$ cat src/rtl/hazard_forward_unit.sv
// Forwarding and hazard control for a 5-stage RISC-V pipeline (F, D, X, M, W).
// Selects ALU operand bypass sources and sequences load-use stalls for a
// data memory with LOAD_LAT extra cycles. Squashes younger stages on taken
// branches and keeps saturating stall/flush performance counters.
//
// Ports:
//   clk, rst               core clock, synchronous active-high reset
//   inst_d/x/m/w           instruction words held in D, X, M, W
//   RegWEn_x/m/w           stage instruction writes its rd
//   br_taken               branch/jump resolved taken in X this cycle
//   F_SelA, F_SelB         rs1/rs2 bypass select (00 regfile, 01 M, 10 W)
//   stall_fd               hold PC and F/D register
//   bubble_x               load NOP into D/X register
//   flush                  squash F/D and D/X registers
//   stall_cnt, flush_cnt   saturating cycle counts of stall_fd / flush
module hazard_forward_unit #(
    parameter int unsigned LOAD_LAT = 0,
    parameter int unsigned CNT_W    = 16,
    parameter logic [6:0]  OPC_LOAD = 7'b0000011
) (
    input  logic             clk,
    input  logic             rst,
    input  logic [31:0]      inst_d,
    input  logic [31:0]      inst_x,
    input  logic [31:0]      inst_m,
    input  logic [31:0]      inst_w,
    input  logic             RegWEn_x,
    input  logic             RegWEn_m,
    input  logic             RegWEn_w,
    input  logic             br_taken,
    output logic [1:0]       F_SelA,
    output logic [1:0]       F_SelB,
    output logic             stall_fd,
    output logic             bubble_x,
    output logic             flush,
    output logic [CNT_W-1:0] stall_cnt,
    output logic [CNT_W-1:0] flush_cnt
);

    localparam int unsigned LAT_W = 3;
    // Cycles still to stall after the detecting cycle, minus one.
    localparam logic [LAT_W-1:0] CNT_INIT =
        (LOAD_LAT > 0) ? LAT_W'(LOAD_LAT - 1) : '0;

    localparam logic [6:0] OPC_LUI   = 7'b0110111;
    localparam logic [6:0] OPC_AUIPC = 7'b0010111;
    localparam logic [6:0] OPC_JAL   = 7'b1101111;
    localparam logic [6:0] OPC_R     = 7'b0110011;
    localparam logic [6:0] OPC_S     = 7'b0100011;
    localparam logic [6:0] OPC_B     = 7'b1100011;

    typedef enum logic [1:0] {
        S_IDLE  = 2'd0,
        S_STALL = 2'd1,
        S_FLUSH = 2'd2
    } state_t;

    state_t           state_q, state_d;
    logic [LAT_W-1:0] cnt_q, cnt_d;
    logic [CNT_W-1:0] stall_cnt_q, stall_cnt_d;
    logic [CNT_W-1:0] flush_cnt_q, flush_cnt_d;

    logic [6:0] opc_d, opc_x, opc_m;
    logic [4:0] rs1_d, rs2_d, rd_x, rs1_x, rs2_x, rd_m, rd_w;
    logic       fwd_m_ok, fwd_w_ok, lu_haz;
    logic       unused_bits;

    function automatic logic uses_rs1(input logic [6:0] opc);
        return !((opc == OPC_LUI) || (opc == OPC_AUIPC) || (opc == OPC_JAL));
    endfunction

    function automatic logic uses_rs2(input logic [6:0] opc);
        return (opc == OPC_R) || (opc == OPC_S) || (opc == OPC_B);
    endfunction

    // Instruction field extraction
    assign opc_d = inst_d[6:0];
    assign rs1_d = inst_d[19:15];
    assign rs2_d = inst_d[24:20];
    assign opc_x = inst_x[6:0];
    assign rd_x  = inst_x[11:7];
    assign rs1_x = inst_x[19:15];
    assign rs2_x = inst_x[24:20];
    assign opc_m = inst_m[6:0];
    assign rd_m  = inst_m[11:7];
    assign rd_w  = inst_w[11:7];

    assign unused_bits = ^{inst_d[31:25], inst_d[14:7], inst_x[31:25], inst_x[14:12],
                           inst_m[31:12], inst_w[31:12], inst_w[6:0]};

    // Operand bypass; a load in M has no data yet so it never forwards from M
    always_comb begin
        fwd_m_ok = RegWEn_m && (rd_m != 5'd0) && (opc_m != OPC_LOAD);
        fwd_w_ok = RegWEn_w && (rd_w != 5'd0);
        F_SelA   = 2'b00;
        F_SelB   = 2'b00;
        if (uses_rs1(opc_x) && fwd_m_ok && (rd_m == rs1_x)) begin
            F_SelA = 2'b01;
        end else if (uses_rs1(opc_x) && fwd_w_ok && (rd_w == rs1_x)) begin
            F_SelA = 2'b10;
        end
        if (uses_rs2(opc_x) && fwd_m_ok && (rd_m == rs2_x)) begin
            F_SelB = 2'b01;
        end else if (uses_rs2(opc_x) && fwd_w_ok && (rd_w == rs2_x)) begin
            F_SelB = 2'b10;
        end
    end

    // Load in X feeding the instruction in D
    always_comb begin
        lu_haz = RegWEn_x && (opc_x == OPC_LOAD) && (rd_x != 5'd0) &&
                 ((uses_rs1(opc_d) && (rs1_d == rd_x)) ||
                  (uses_rs2(opc_d) && (rs2_d == rd_x)));
    end

    // Stall/flush sequencing; strobes are forced low while in reset
    always_comb begin
        state_d  = state_q;
        cnt_d    = cnt_q;
        stall_fd = 1'b0;
        flush    = 1'b0;
        if (!rst) begin
            case (state_q)
                S_IDLE: begin
                    if (br_taken) begin
                        flush   = 1'b1;
                        state_d = S_FLUSH;
                    end else if (lu_haz) begin
                        stall_fd = 1'b1;
                        if (LOAD_LAT > 0) begin
                            state_d = S_STALL;
                            cnt_d   = CNT_INIT;
                        end
                    end
                end
                S_STALL: begin
                    if (br_taken) begin
                        flush   = 1'b1;
                        state_d = S_FLUSH;
                    end else begin
                        stall_fd = 1'b1;
                        if (cnt_q == '0) begin
                            state_d = S_IDLE;
                        end else begin
                            cnt_d = cnt_q - LAT_W'(1);
                        end
                    end
                end
                S_FLUSH: begin
                    // Give the refetched instruction one clean cycle
                    if (br_taken) begin
                        flush = 1'b1;
                    end else begin
                        state_d = S_IDLE;
                    end
                end
                default: state_d = S_IDLE;
            endcase
        end
        bubble_x = stall_fd;
    end

    // Saturating performance counters
    always_comb begin
        stall_cnt_d = stall_cnt_q;
        flush_cnt_d = flush_cnt_q;
        if (stall_fd && (stall_cnt_q != {CNT_W{1'b1}})) begin
            stall_cnt_d = stall_cnt_q + CNT_W'(1);
        end
        if (flush && (flush_cnt_q != {CNT_W{1'b1}})) begin
            flush_cnt_d = flush_cnt_q + CNT_W'(1);
        end
    end

    always_ff @(posedge clk) begin
        if (rst) begin
            state_q     <= S_IDLE;
            cnt_q       <= '0;
            stall_cnt_q <= '0;
            flush_cnt_q <= '0;
        end else begin
            state_q     <= state_d;
            cnt_q       <= cnt_d;
            stall_cnt_q <= stall_cnt_d;
            flush_cnt_q <= flush_cnt_d;
        end
    end

    assign stall_cnt = stall_cnt_q;
    assign flush_cnt = flush_cnt_q;

endmodule

$ cat config.mk
export PLATFORM = sky130hd
export DESIGN_NAME = hazard_forward_unit
export DESIGN_NICKNAME = d
export VERILOG_FILES = /design/src/rtl/hazard_forward_unit.sv
export SDC_FILE = /design/constraint.sdc
export NUM_CORES = 1
export LEC_CHECK = 0
export ABC_AREA = 1
export CORE_UTILIZATION = 37
export DETAILED_ROUTE_END_ITERATION = 16
export GPL_TIMING_DRIVEN = 0
export MAX_ROUTING_LAYER = met4
export PLACE_DENSITY = 0.93
export SYNTH_ARGS = -nofsm -noshare
export SYNTH_HDL_FRONTEND = slang
export SYNTH_SLANG_ARGS = --single-unit
$ cat constraint.sdc
create_clock -name clk -period 2.39 [get_ports clk]
set_input_delay 0.717 -clock clk [delete_from_list [all_inputs] [get_ports clk]]
set_output_delay 0.717 -clock clk [all_outputs]
set_load 0.02 [all_outputs]
==> impl_metrics.tcl <==
set metrics [dict create \
    ys_ff_latch 33 \
    die_x_um 86.2 \
    start_util 0.384 \
    relSlewSlack 0.658 \
    htree_num_levels 2 \
    core-area_um2 6830 \
    synth_seq_area_share 0.252 \
    root_buffer "clkbuf_8" \
    cp-start-kind "input port" \
    syn-num-nets 567 \
    area_growth_syn_to_layout_pct 51.0 \
    slew_viol_final 0 \
    clk_path_buf_depth 2 \
    crit_path_max_fanout 3 \
    grt_pass1_wl_mm 13.2 \
    drive_gt1_frac 0.218 \
    grt_usage 0.225 \
    gp_congestion 0.899 \
    diodes 0 \
    synth_area_leaders "dfxtp_1, nand2_1, inv_1, nor2_1, nand4_1" \
    grt_max_degree 11 \
    drc 0 \
    drtAntennaViolNets 0 \
    grt_pass1_vias 3076 \
    clkTransAtPathRegs_ns 0.06 \
    antenna_found_initial 0 \
    hold_viol 0 \
    dieHeight_um 86.2 \
    powerDensity_nw_per_um2 316 \
    syn-cell-area_um2 2620 \
    fin_ws_ns -0.189 \
    port-buffer-count 100 \
    cts_buffers 5 \
    skew_ns 0.00711 \
    yosys.area.top_type "dfxtp_1" \
    grt-ovfl-total 0 \
    rsz0062_at_grt "yes" \
    finalSetupViolations 5 \
    fillers 629 \
    post_drt_wl_per_cell_um 12.5 \
    tightest_slew_ns 0.513 \
    layoutNonFillerInstCount 642 \
    dieArea_um2 7430 \
    max_stage_delay_ns 0.19 \
    clk_latency_ns 0.29 \
    cts_hold_buf 0 \
    synth.most_common_cell "nand2_1" \
    vias_per_cell 4.94 \
    hold_class "register to register" \
    wl_mm 8.06 \
    synth_area_per_cell_um2 6.08 \
    peakVddDrop_mv 0.257 \
    ios 173 \
    power_mw 1.25 \
    slowest_stage "nor3_4" \
    ys_async_sr_fraction 0 \
    worstSetupPathType "input port to output pin" \
    ys.flop_type "dfxtp_1" \
    cts.sinks 33 \
    rrSetupSlack_ns 0.66 \
    clock.fmax_mhz 388 \
    drv_cap 0 \
    syn-instance-count 431 \
    crit_chain "buf_8 -> nor3_4 -> nand3_2 -> nor3_2 -> nand4_1 -> nor2_2 -> nor2_1 -> buf_4" \
    path_delay_family "simple AND/OR/NAND/NOR gates" \
    ys_top_cells_by_count "nand2_1, inv_1, nor2_1" \
    yosys.cell_types.count 37 \
    layout_worst_path_cycle_share 1.08 \
    dp_cells 627 \
    endpoint_kind "output pin" \
    period_needed_ns 2.58 \
    critPathBufInv 2 \
    synth_edf_count 0 \
    outcome "complete, but fails checks" \
    drtIter0Drc 139 \
    yosys_warnings 0 \
    cts_tree "done" \
    cp.arrival_ns 1.86 \
    violations "negative setup slack" \
    dr.pass1.iters 4 \
    nets 682 \
    num_vias 3172 \
    synth_top_area_frac 0.252 \
    p_leak_nw 1.75 \
    rows 30 \
    critical_path_required_ns 1.67 \
    place_hpwl_mm 5.95 \
]
[what timing repair did]
action,CTS,global route
setup buffers,7,2
endpoints found under the hold margin,0,0
cloned,0,0
resized for setup,196,67
setup endpoints to repair,7,6
pin swaps,46,40
[worst paths after layout]
check / start / end / depth (start not counted)
setup reg to reg: flush_cnt[0] / flush_cnt[0] / 9
hold / removal: flush_cnt[1] / flush_cnt[1] / 2
setup / recovery: inst_x[3] / F_SelB[1] / 8
hold reg to reg: flush_cnt[1] / flush_cnt[1] / 2
[state kept, by name, indices dropped and copies added (netlist names)]
| signal | count |
|---|---|
| stall_cnt | 16 |
| flush_cnt | 16 |
| state_q | 1 |
[worst register-to-register path: cells and delay by family, from the launching register on]
family	cells	cell delay [ns]
adder cells (fa/ha/maj)	1	0.23
buffers and inverters	2	0.21
AND/OR/NAND/NOR	4	0.59
flip-flops	1	0.42
AO/OA/AOI/OAI	2	0.18
[cell type report]
type	count	area (µm²)	area share
inverters	72	270	0.0683
clock buffers	7	86.3	0.0218
well taps	96	120	0.0303
multi-input cells	314	1810	0.458
flip-flops and latches	33	661	0.167
plain buffers	11	80.1	0.0202
repair buffers	109	930	0.235
[through the flow]
stage | instance area [µm²] | setup slack, ns | setup TNS (ns) | utilization | hold slack (ns)
6_report | 3960 | -0.189 | -0.506 | 0.579 | 0.521
5_1_grt | 3960 | -0.266 | -0.876 | 0.579 | 0.555
4_1_cts | 3940 | -0.165 | -0.655 | 0.577 | 0.521
3_5_place_dp | 3760 | -1.16 | -6.23 | 0.550 | 0.512
3_3_place_gp | 3760 | -1.13 | -5.96 | 0.550 | 0.496
2_1_floorplan | 2640 | 0.0240 | 0 | - | 0.565
[kinds of logic after synthesis]
group,count (synthesis),share of synthesized area
flops,33,0.252
xor+xnor,32,0.107
buf+inv,84,0.132
simple gates,258,0.451
compound gates,22,0.0487
fa+ha+maj,2,0.00954
[layer usage]
metal | routed length (µm) | vias to the layer above | part of all wire | GRT usage
met2 | 4190 | 124 | 0.52 | 0.405
li1 | - | 1588 | - | -
met4 | 76 | 0 | 0.0094 | 0.0652
met3 | 511 | 11 | 0.063 | 0.0410
met1 | 3280 | 1449 | 0.41 | 0.254
met5 | 0 | - | 0 | -
[placed cells by master (no fill, tap or decap), drive strengths merged, types with 3 or more instances in the layout]
cell type	n
nand2	111
dfxtp	33
o21ai	8
xnor2	17
nand3	33
clkdlybuf4s15	15
a21oi	10
nor2	59
nand4	26
inv	72
clkbuf	24
nor3	18
dlygate4sd2	10
xor2	15
buf	45
or2	3
clkdlybuf4s50	32
[power by group]
group	internal (mW)	switching [mW]	total, mW
Clock	0.228	0.201	0.429
Combinational	0.130	0.134	0.264
Sequential	0.553	0.00343	0.557
Note: power is estimated with default switching activity, not from simulation.
